--- src/rtl/fwd_stall_ctrl.sv ---
// -----------------------------------------------------------------------------
// fwd_stall_ctrl
//
// Operand forwarding and hazard/stall control for a five-stage pipeline with
// a multi-cycle mul/div unit.
//
// Forwarding (combinational, also live during reset):
//   ex_rs / ex_rt are resolved against the MEM and WB destinations. A MEM
//   match wins over a WB match. Loads in MEM are not forwarded because their
//   data is not available yet. Register 0 never matches.
//   alu_a   - forwarded rs value
//   alu_b   - ex_imm when ex_alusrc, otherwise the forwarded rt value
//   st_data - forwarded rt value (store data)
//
// Hazards:
//   stall/flush_ex - load-use hazard against the ID sources, or an ID
//                    mul/div / mfhi / mflo while the mul/div unit is busy
//   md_busy        - high for exactly MD_CYCLES cycles after an accepted start
//   stall_cnt      - saturating count of cycles with stall high
//
// Ports: clk, rst_n (asynchronous, active-low); ID inputs id_rs, id_rt,
// id_use_rt, id_md_start, id_hilo_rd; EX inputs ex_rs, ex_rt, ex_rw,
// ex_memtoreg, ex_alusrc, ex_busa, ex_busb, ex_imm; MEM inputs mem_rw,
// mem_regwr, mem_memtoreg, mem_result; WB inputs wb_rw, wb_regwr, wb_din;
// outputs alu_a, alu_b, st_data, stall, flush_ex, md_busy, stall_cnt.
// -----------------------------------------------------------------------------
module fwd_stall_ctrl #(
    parameter int DW        = 32,
    parameter int AW        = 5,
    parameter int MD_CYCLES = 4
) (
    input  logic          clk,
    input  logic          rst_n,
    input  logic [AW-1:0] id_rs,
    input  logic [AW-1:0] id_rt,
    input  logic          id_use_rt,
    input  logic          id_md_start,
    input  logic          id_hilo_rd,
    input  logic [AW-1:0] ex_rs,
    input  logic [AW-1:0] ex_rt,
    input  logic [AW-1:0] ex_rw,
    input  logic          ex_memtoreg,
    input  logic          ex_alusrc,
    input  logic [DW-1:0] ex_busa,
    input  logic [DW-1:0] ex_busb,
    input  logic [DW-1:0] ex_imm,
    input  logic [AW-1:0] mem_rw,
    input  logic          mem_regwr,
    input  logic          mem_memtoreg,
    input  logic [DW-1:0] mem_result,
    input  logic [AW-1:0] wb_rw,
    input  logic          wb_regwr,
    input  logic [DW-1:0] wb_din,
    output logic [DW-1:0] alu_a,
    output logic [DW-1:0] alu_b,
    output logic [DW-1:0] st_data,
    output logic          stall,
    output logic          flush_ex,
    output logic          md_busy,
    output logic [DW-1:0] stall_cnt
);

    typedef enum logic {
        IDLE = 1'b0,
        BUSY = 1'b1
    } state_t;

    localparam logic [3:0] MD_LOAD = 4'(MD_CYCLES - 1);

    // -------------------------------------------------------------------------
    // Forwarding: index 0 = rs, index 1 = rt
    // -------------------------------------------------------------------------
    logic [AW-1:0] src     [2];
    logic [DW-1:0] rf_val  [2];
    logic [DW-1:0] fwd_val [2];

    assign src[0]    = ex_rs;
    assign src[1]    = ex_rt;
    assign rf_val[0] = ex_busa;
    assign rf_val[1] = ex_busb;

    // A load in MEM has only its address on mem_result, so it must not match.
    logic mem_can_fwd;
    logic wb_can_fwd;
    assign mem_can_fwd = mem_regwr & ~mem_memtoreg & (mem_rw != '0);
    assign wb_can_fwd  = wb_regwr & (wb_rw != '0);

    genvar gi;
    generate
        for (gi = 0; gi < 2; gi++) begin : g_fwd
            logic mem_hit;
            logic wb_hit;
            assign mem_hit     = mem_can_fwd & (mem_rw == src[gi]);
            assign wb_hit      = wb_can_fwd & (wb_rw == src[gi]);
            assign fwd_val[gi] = mem_hit ? mem_result :
                                 wb_hit  ? wb_din     : rf_val[gi];
        end
    endgenerate

    assign alu_a   = fwd_val[0];
    assign alu_b   = ex_alusrc ? ex_imm : fwd_val[1];
    assign st_data = fwd_val[1];

    // -------------------------------------------------------------------------
    // Hazard detection
    // -------------------------------------------------------------------------
    state_t        state_q, state_d;
    logic [3:0]    cnt_q, cnt_d;
    logic [DW-1:0] stall_cnt_q, stall_cnt_d;
    logic          load_use;
    logic          md_hold;

    assign md_busy  = (state_q == BUSY);
    assign load_use = ex_memtoreg & (ex_rw != '0) &
                      ((ex_rw == id_rs) | (id_use_rt & (ex_rw == id_rt)));
    assign md_hold  = md_busy & (id_md_start | id_hilo_rd);

    // Gated by rst_n so stall reads 0 while reset is held, even if the ID/EX
    // inputs happen to describe a load-use hazard.
    assign stall    = rst_n & (load_use | md_hold);
    assign flush_ex = stall;

    assign stall_cnt = stall_cnt_q;

    always_comb begin
        state_d     = state_q;
        cnt_d       = cnt_q;
        stall_cnt_d = stall_cnt_q;

        case (state_q)
            IDLE: begin
                // A start held off by a stall is simply retried by the
                // pipeline and accepted on the first unstalled cycle.
                if (id_md_start && !stall) begin
                    state_d = BUSY;
                    cnt_d   = MD_LOAD;
                end
            end
            BUSY: begin
                if (cnt_q == '0) begin
                    state_d = IDLE;
                end else begin
                    cnt_d = cnt_q - 1'b1;
                end
            end
            default: begin
                state_d = IDLE;
                cnt_d   = '0;
            end
        endcase

        if (stall && (stall_cnt_q != '1)) begin
            stall_cnt_d = stall_cnt_q + 1'b1;
        end
    end

    always_ff @(posedge clk or negedge rst_n) begin
        if (!rst_n) begin
            state_q     <= IDLE;
            cnt_q       <= '0;
            stall_cnt_q <= '0;
        end else begin
            state_q     <= state_d;
            cnt_q       <= cnt_d;
            stall_cnt_q <= stall_cnt_d;
        end
    end

endmodule

--- config.mk ---
export PLATFORM = sky130hd
export DESIGN_NAME = fwd_stall_ctrl
export DESIGN_NICKNAME = d
export VERILOG_FILES = /design/src/rtl/fwd_stall_ctrl.sv
export SDC_FILE = /design/constraint.sdc
export NUM_CORES = 1
export LEC_CHECK = 0
export CORE_AREA = 2 2 132 134
export CTS_CLUSTER_DIAMETER = 50
export CTS_CLUSTER_SIZE = 12
export DETAILED_ROUTE_END_ITERATION = 10
export DIE_AREA = 0 0 134 136
export GPL_TIMING_DRIVEN = 0
export PLACE_DENSITY = 0.73
export SLEW_MARGIN = 10
export SYNTH_ARGS = -nofsm -noshare
export SYNTH_HDL_FRONTEND = slang
export SYNTH_SLANG_ARGS = --single-unit
--- constraint.sdc ---
create_clock -name clk -period 5.6 [get_ports clk]
set_clock_uncertainty 0.05 [all_clocks]
set_input_delay 1.68 -clock clk [delete_from_list [all_inputs] [get_ports clk]]
set_output_delay 1.68 -clock clk [all_outputs]
set_load 0.1 [all_outputs]
After elaboration in Yosys (flattened, before gate mapping)
Index checks and enable logic that the tools add are counted.
Storage, ports and cells
  logic and storage cells: 50
  register bits after elaboration: 37
  bits of input ports: 205
Cells by class
  bitwise operators: 17
  $add $sub $neg: 2
  mux-type cells: 11
  equality and inequality tests: 9
  reductions and logical operators: 8
Operators with widths (count)
  2-to-1 mux 32 bit: 5
  adder 32 x 1 -> 32 bit, second input constant: 1
  != test 32 bit, second input constant: 1
  equality test 5 bit: 6
  nonzero test 5 bit: 3
  AND 1 bit: 12
  2-to-1 mux 4 bit: 2
  one-hot mux 4 bit (2 select lines): 1
  zero test 4 bit: 1
  != test 2 bit, second input constant: 2
  subtractor 4 x 1 -> 4 bit, second input constant: 1
  OR 1 bit: 3
  logical AND 1 bit: 2
  2-to-1 mux 1 bit: 2
  inverter 1 bit: 2
  one-hot mux 1 bit (2 select lines): 1
  AND reduction 2 bit: 1
  zero test 1 bit: 1

Logic depth before layout (Yosys ltp)
Gate-level depths: netlist (run 1).
  depth in word-level cells: 10
  gate-level depth with buffers: 8
  gate-level depth less buffers: 6

Worst setup path after synthesis (run 1)
OpenSTA, ideal clock, no wires.
  path type: in2out
  start: input port wb_rw[1]
  end: output port alu_a[10]
  data required time: 3.870 ns
  setup slack: -1.037 ns
  cell stages on the path: 6
  arrival: 4.907 ns
  buffers on the path: 1
  path through: or4_4 -> o21ai_4 -> nor4_2 -> buf_2 -> mux2i_1 -> o21ai_0
Between the ends
  word-level cells in the longest chain between the ends: 5
  elaborated cells on any way between the ends: 6
Ends and longest elaborated chain
  from (decl): RTL line 51  | input logic [AW-1:0] wb_rw,
  nonzero test 5 bit: RTL line 86  | assign wb_can_fwd = wb_regwr & (wb_rw != '0);
  AND 1 bit: RTL line 86
  AND 1 bit *: RTL line 94  | assign wb_hit = wb_can_fwd & (wb_rw == src[gi]);
  2-to-1 mux 32 bit *: RTL line 96  | wb_hit ? wb_din : rf_val[gi];
  2-to-1 mux 32 bit *: RTL line 95  | assign fwd_val[gi] = mem_hit ? mem_result :
  to (decl): RTL line 54  | output logic [DW-1:0] alu_a,
Every way passes the cells marked *; elsewhere a longest branch is shown, timed or not.

Worst setup path after layout (run 1)
  start: input port wb_rw[2]
  end: output port alu_b[17]
Between the ends
  word-level cells in the longest chain between the ends: 6
  elaborated cells on any way between the ends: 7
Ends and longest elaborated chain
  nonzero test 5 bit: RTL line 86
  AND 1 bit: RTL line 86
  AND 1 bit *: RTL line 94
  2-to-1 mux 32 bit *: RTL line 96
  2-to-1 mux 32 bit *: RTL line 95
  2-to-1 mux 32 bit *: RTL line 101  | assign alu_b = ex_alusrc ? ex_imm : fwd_val[1];
  to (decl): RTL line 55  | output logic [DW-1:0] alu_b,
Marks and branches as above.

==> out/results.ini, run 1 <==
[outcome]
run_status=complete, but fails checks
violations=setup timing

[route]
drt_iter0_markers=218
vias=5016
ant_nets=0
drc=0
drtPass1Iterations=4
vias_per_cell=4.78
routed_wl_um=22100
wire_per_inst_um=21.1

[logic_synthesis]
synth_area_um2=4170
yosysWarnings=0
synth.distinct_cells=36
synth_seq_area_share=0.222
syn_nets=650
ys_ff_latch=37
syn_inst=443
syn_avg_cell_area_um2=9.40

[floorplanning]
coreArea_um2=16900
num_rows=48
die_w_um=134
start_util=0.247
pin_count=336
die_height_um=136
dieArea_um2=18200

[final_layout]
layout.nets=1026
num-fill-cells=1533
drive_gt1_frac=0.348
finish.utilization=0.526
synthToLayoutAreaGrowth_pct=113
final_area_um2=8880
multiInputGateArea_um2=3370
regArea_um2=926

[power]
swShare=0.498
power_frac_comb=0.656
peakVddDrop_mv=0.457
leakage_uw=0.00379
pwr-share-clk=0.166
power_uw=1950
p_sw_uw=969
p_int_uw=977
power_density_nw_per_um2=219
seqPwrFrac=0.178

[flow_run]
drv_cap=0

[timing]
rsz0062_at_grt=true
setup_ws_ns=-0.105
slew_violations=0
setup_viol=31
hold_violations=0
relSlewSlack=0.312
max_freq_mhz=175
min_period_over_period=1.02
tightest_slew_ns=1.03
min_period_ns=5.71

[clock_tree]
clk_pin_slew_ns=0.06
clock_latency_ns=0.28
ctsLongestPathBuffers=2
hold_buffers=0
htree_levels=2
cts_sinks=37
clock-root-buffer=clkbuf_16
cts_made_buffers=5
cts_tree=yes

[place]
gp_congestion=0.874
dpl-instance-area_um2=7820
io_buffers=334
dpl.hpwl_um=17700

[setup_path]
crit_type=in2out
cp.arrival_ns=3.98
endpoint_kind=output port
cp_max_fo=8
crit_path_start_kind=primary input
crit_required_ns=3.87

[global_route]
grt_pass1_vias=4850
grt_pass1_wl_um=30200
grt_max_degree=32
grt_antenna_before_repair=8
gr-total-overflow=0
grt_use_total=0.219

[worst_hold_path]
holdCritPathClass=reg2reg

-- power by group through the flow --
stage               clock (µW)  sequential [µW]  combinational [µW]
global placement             0              349                1150
floorplan                    0              515                 619
detailed placement           0              350                1160
CTS                        328              346                1210
finish                     323              347                1280
global route               337              351                1320
-- layout make-up --
cell class	instances	share of cell area
antenna	4	0.00113
tap	225	0.0317
multi-input combinational	371	0.380
buffer	25	0.0255
clock buffer	6	0.0145
clock inverter	2	0.00437
sequential	37	0.104
inverter	9	0.00380
timing repair buffer	370	0.435
-- cells by family (layout without fill, tap and decap cells) --
family          Yosys count  in the layout  synth area share
simple gates            133            133             0.171
mux                     131            131             0.372
xor+xnor                 61             61             0.128
compound gates           44             44            0.0601
flops                    37             37             0.222
buf+inv                  35            412            0.0409
fa+ha+maj                 2              2           0.00601
other cells               0              4                 0
-- final timing paths --
kind	start	end	slack (ns)	depth (start not counted)
setup / recovery	wb_rw[2]	alu_b[17]	-0.11	10
hold / removal	stall_cnt[8]$_DFFE_PN0P_	stall_cnt[8]$_DFFE_PN0P_	0.44	1
setup reg to reg	stall_cnt[5]$_DFFE_PN0P_	stall_cnt[7]$_DFFE_PN0P_	2.68	7
hold reg to reg	stall_cnt[8]$_DFFE_PN0P_	stall_cnt[8]$_DFFE_PN0P_	0.44	1
max in group asynchronous	rst_n	cnt_q[1]$_DFFE_PN0P_	3.87	2
min in group asynchronous	rst_n	stall_cnt[16]$_DFFE_PN0P_	1.20	1
-- synth_stat cells --
cell	number	area share
a32o_1	1	0.0024
nand4_1	10	0.015
nor2_1	6	0.0054
nor2b_1	2	0.0030
nor4_1	19	0.029
xor2_1	34	0.071
o211ai_1	1	0.0018
o21a_1	1	0.0018
buf_6	3	0.0081
o21ai_0	37	0.044
nand2_1	45	0.041
or4_4	1	0.0027
or4b_2	3	0.0072
clkbuf_1	11	0.0099
inv_1	9	0.0081
nor4_2	2	0.0060
ha_1	2	0.0060
buf_4	1	0.0018
buf_1	1	0.00090
nor3b_1	2	0.0036
and3_1	4	0.0060
buf_2	10	0.012
mux2i_1	32	0.077
nor3_1	11	0.013
mux2_4	30	0.11
nor3_2	1	0.0024
xnor2_1	27	0.057
mux2_2	69	0.19
a21o_1	2	0.0036
nand3_1	20	0.024
dfrtp_1	37	0.22
o21ai_4	1	0.0039
and4_1	2	0.0042
nand3b_1	3	0.0054
o22a_1	1	0.0021
or4_1	2	0.0036
-- flip-flops by register name, summed over array words and instances, names as in the netlist --
name,cells
stall_cnt,32
cnt_q,4
md_busy,1
-- worst max-delay path, stage by stage --
cell	delay [ns]
buf_8	0.10
or4_4	0.54
o21ai_4	0.17
nor4_4	0.07
buf_6	0.18
buf_16	0.16
mux2_4	0.30
mux2_4	0.29
mux2_4	0.30
buf_12	0.17
-- cell usage in the layout, fill, tap and decap left out, types with 27 or more instances in the layout --
cell type,synthesis,final
clkdlybuf4s50_1,0,219
xnor2_1,27,27
xor2_1,34,34
mux2i_1,32,32
mux2_4,30,89
o21ai_1,0,28
buf_4,1,58
buf_6,3,29
dfrtp_1,37,37
buf_12,0,35
nand2_1,45,45
-- stage by stage --
stage / setup TNS, ns / setup slack [ns] / hold WS, ns / instances
floorplan: -13.33 / -0.282 / 0.431 / 443
global placement: -173.13 / -2.29 / 0.432 / 1002
detailed placement: -148.98 / -1.82 / 0.434 / 1004
CTS: -2.52 / -0.124 / 0.447 / 1023
global route: -3.23 / -0.134 / 0.469 / 1046
finish: -2.22 / -0.105 / 0.441 / 1049
-- per-layer routing --
layer	vias to the layer above	wire (µm)	GRT usage
li1	2364	-	-
met1	2370	8540	0.254
met2	238	11100	0.392
met3	38	1920	0.0749
met4	6	501	0.0420
met5	-	34	0
-- repair_timing --
action / 4_1_cts / 5_1_grt
pin swaps: 9 / 6
setup endpoints to repair: 98 / 85
buffers inserted: 10 / 21
cloned: 2 / 1
gates resized for setup: 750 / 100
Note: power is estimated with default switching activity, not from simulation.
==> run 2: changes to the inputs <==
Settings changed: CORE_AREA 2 2 132 134 to 3 3 129 131, DIE_AREA 0 0 134 136 to 0 0 132 134, PLACE_DENSITY 0.73 to 0.76.
==> run 2 against run 1 <==
  * The run still ends with setup timing left
  * Core utilization is 0.47 points higher
  * Combinational power fell by 5%
  * Via count fell by 1.7%
  * Critical path depth increased by 1
  * Sequential share of layout area rose by 0.67 points
  * Routed wire length is 0.56% higher
  * Power fell by 3.0%
  * Cell count is 2.4% lower
  * Die area down 2.9%
  * Critical endpoint is now alu_b[5]
==> out/results.ini, run 2 (synthesis results as in run 1) <==
[outcome]
run_status=complete, but fails checks  ; unchanged
violations=setup timing  ; unchanged

[global_route]
grt_antenna_before_repair=16  ; was 8
grt_pass1_wl_um=32100  ; was 30,200 µm
grt_max_degree=36  ; was 32
gr-total-overflow=0  ; unchanged
grt_use_total=0.237  ; was 0.219
grt_pass1_vias=5067  ; was 4,850

[final_layout]
final_cell_mix=clkdlybuf4s50_1 (217), mux2_2 (50), mux2_4 (49), nand2_1 (45), buf_4 (43)  ; was clkdlybuf4s50_1 (219), mux2_4 (89), buf_4 (58), nand2_1 (45), dfrtp_1 (37)
num-fill-cells=1436  ; was 1,533
multiInputGateArea_um2=3230  ; was 3370 µm²
final_common_cell=clkdlybuf4s50_1  ; unchanged
layout.nets=1008  ; was 1,026
final_area_um2=8340  ; was 8880 µm²
regArea_um2=926  ; unchanged
synthToLayoutAreaGrowth_pct=100  ; was 113%
largest_reg_flops=32  ; unchanged
instances_no_fill=1024  ; was 1,049
drive_gt1_frac=0.333  ; was 0.348

[setup_path]
critPathLaunch=wb_rw[2]  ; unchanged
crit_required_ns=3.87  ; about the same
endpoint_kind=output port  ; unchanged
crit_cells=11  ; was 10
path_cells=buf_8 -> or4_4 -> o21ai_4 -> nor4_4 -> buf_6 -> buf_12 -> buf_12 -> mux2_4 -> mux2_4 -> mux2_2 -> buf_12  ; was buf_8 -> or4_4 -> o21ai_4 -> nor4_4 -> buf_6 -> buf_16 -> mux2_4 -> mux2_4 -> mux2_4 -> buf_12
crit_buf_inv=5  ; was 4
worstReg2RegStart=stall_cnt[5]$_DFFE_PN0P_  ; unchanged
crit_type=in2out  ; unchanged
r2r_cells=7  ; unchanged
slowest_stage=or4_4  ; unchanged
cp.arrival_ns=4.00  ; was 3.98 ns
crit_path_start_kind=primary input  ; unchanged
cp_max_fo=5  ; was 8
crit_family=multiplexers  ; unchanged
critPathMaxStageDelay_ns=0.53  ; was 0.54 ns
crit_path_frequent_cell=buf_12  ; was mux2_4

[floorplanning]
start_util=0.265  ; was 0.247
die_w_um=132  ; was 134 µm
coreArea_um2=15700  ; was 16,900 µm²
die_height_um=134  ; was 136 µm
pin_count=336  ; unchanged
dieArea_um2=17700  ; was 18,200 µm²
num_rows=46  ; was 48

[route]
wire_per_inst_um=21.8  ; was 21.1 µm
vias_per_cell=4.82  ; was 4.78
vias=4932  ; was 5,016
drtPass1Iterations=4  ; unchanged
ant_nets=0  ; unchanged
drt_iter0_markers=201  ; was 218
routed_wl_um=22300  ; was 22,100 µm
drc=0  ; unchanged

[flow_run]
drv_cap=0  ; unchanged

[clock_tree]
cts_sinks=37  ; unchanged
ctsLongestPathBuffers=2  ; unchanged
clock-root-buffer=clkbuf_16  ; unchanged
cts_made_buffers=5  ; unchanged
htree_levels=2  ; unchanged
cts_tree=yes  ; unchanged
clock_latency_ns=0.28  ; about the same
clk_pin_slew_ns=0.06  ; about the same

[place]
dpl.hpwl_um=18700  ; was 17,700 µm
placedCellCount=995  ; was 1,004
gp_congestion=0.878  ; was 0.874
dpl-instance-area_um2=7810  ; was 7820 µm²
io_buffers=334  ; unchanged

[power]
leakage_uw=0.00349  ; was 0.00379 µW
p_sw_uw=951  ; was 969 µW
p_int_uw=937  ; was 977 µW
seqPwrFrac=0.183  ; was 0.178
pwr-share-clk=0.175  ; was 0.166
swShare=0.504  ; was 0.498
power_density_nw_per_um2=226  ; was 219 nW/µm²
power_frac_comb=0.642  ; was 0.656
peakVddDrop_mv=0.439  ; was 0.457 mV

[timing]
max_freq_mhz=174  ; was 175 MHz
min_period_over_period=1.02  ; about the same
min_period_ns=5.73  ; was 5.71 ns
setup_ws_ns=-0.133  ; was -0.105 ns
relSlewSlack=0.310  ; was 0.312
rsz0062_at_grt=true  ; unchanged
tightest_slew_ns=1.03  ; about the same
setup_viol=18  ; was 31
slew_violations=0  ; unchanged
hold_violations=0  ; unchanged

[worst_hold_path]
worst_hold_path.num_cells=1  ; unchanged
worstHoldStart=stall_cnt[11]$_DFFE_PN0P_  ; was stall_cnt[8]$_DFFE_PN0P_
holdCritPathClass=reg2reg  ; unchanged

-- run 2: what timing repair did --
action	4_1_cts	5_1_grt
setup buffers	13	4
endpoints found under the setup margin	98	88
hold buffers	0	0
resized for setup	686	58
pin swaps	7	4
gates cloned	1	0
-- run 2: layout make-up --
class                      instances  share of cell area
clock buffer                       7              0.0171
tap                              216              0.0324
timing repair buffer             353               0.420
clock inverter                     1             0.00360
sequential                        37               0.111
antenna                            6             0.00180
inverter                           9             0.00405
multi-input combinational        371               0.388
buffer                            24              0.0226
-- run 2: path summary, 6_finish.rpt --
kind / to / slack (ns)
worst max-delay path: alu_b[5] / -0.13
min in group asynchronous: stall_cnt[5]$_DFFE_PN0P_ / 1.16
worst min-delay path: stall_cnt[11]$_DFFE_PN0P_ / 0.45
max in group asynchronous: stall_cnt[22]$_DFFE_PN0P_ / 3.93
worst min register to register: stall_cnt[11]$_DFFE_PN0P_ / 0.45
worst max register to register: stall_cnt[7]$_DFFE_PN0P_ / 2.77
-- run 2: worst reg2reg max path, delay by kind of cell (launching register included) --
family / cells / cell delay, ns
buf+inv: 1 / 0.34
flops: 1 / 0.44
xor+xnor: 1 / 0.17
simple gates: 5 / 1.70
-- run 2: per-stage QoR --
step	hold WS, ns	total power, µW	setup slack (ns)	setup TNS [ns]	utilization
2_1_floorplan	0.431	1130	-0.282	-13.33	-
3_3_place_gp	0.430	1500	-2.08	-156.08	0.495
3_5_place_dp	0.439	1510	-1.71	-136.02	0.497
4_1_cts	0.450	1860	-0.157	-2.15	0.518
5_1_grt	0.465	1960	-0.180	-1.91	0.531
6_report	0.449	1890	-0.133	-0.905	0.531
-- run 2: metal layers --
layer	track usage	routed length [µm]
met5	0	100
met4	0.0659	427
met3	0.0971	2210
met2	0.403	11000
met1	0.276	8540
-- run 2: power by group through the flow --
| stage | logic, µW | clock network (µW) | registers [µW] |
|---|---|---|---|
| global route | 1250 | 350 | 353 |
| global placement | 1150 | 0 | 348 |
| floorplan | 619 | 0 | 515 |
| detailed placement | 1160 | 0 | 349 |
| finish | 1210 | 331 | 346 |
| CTS | 1180 | 335 | 346 |
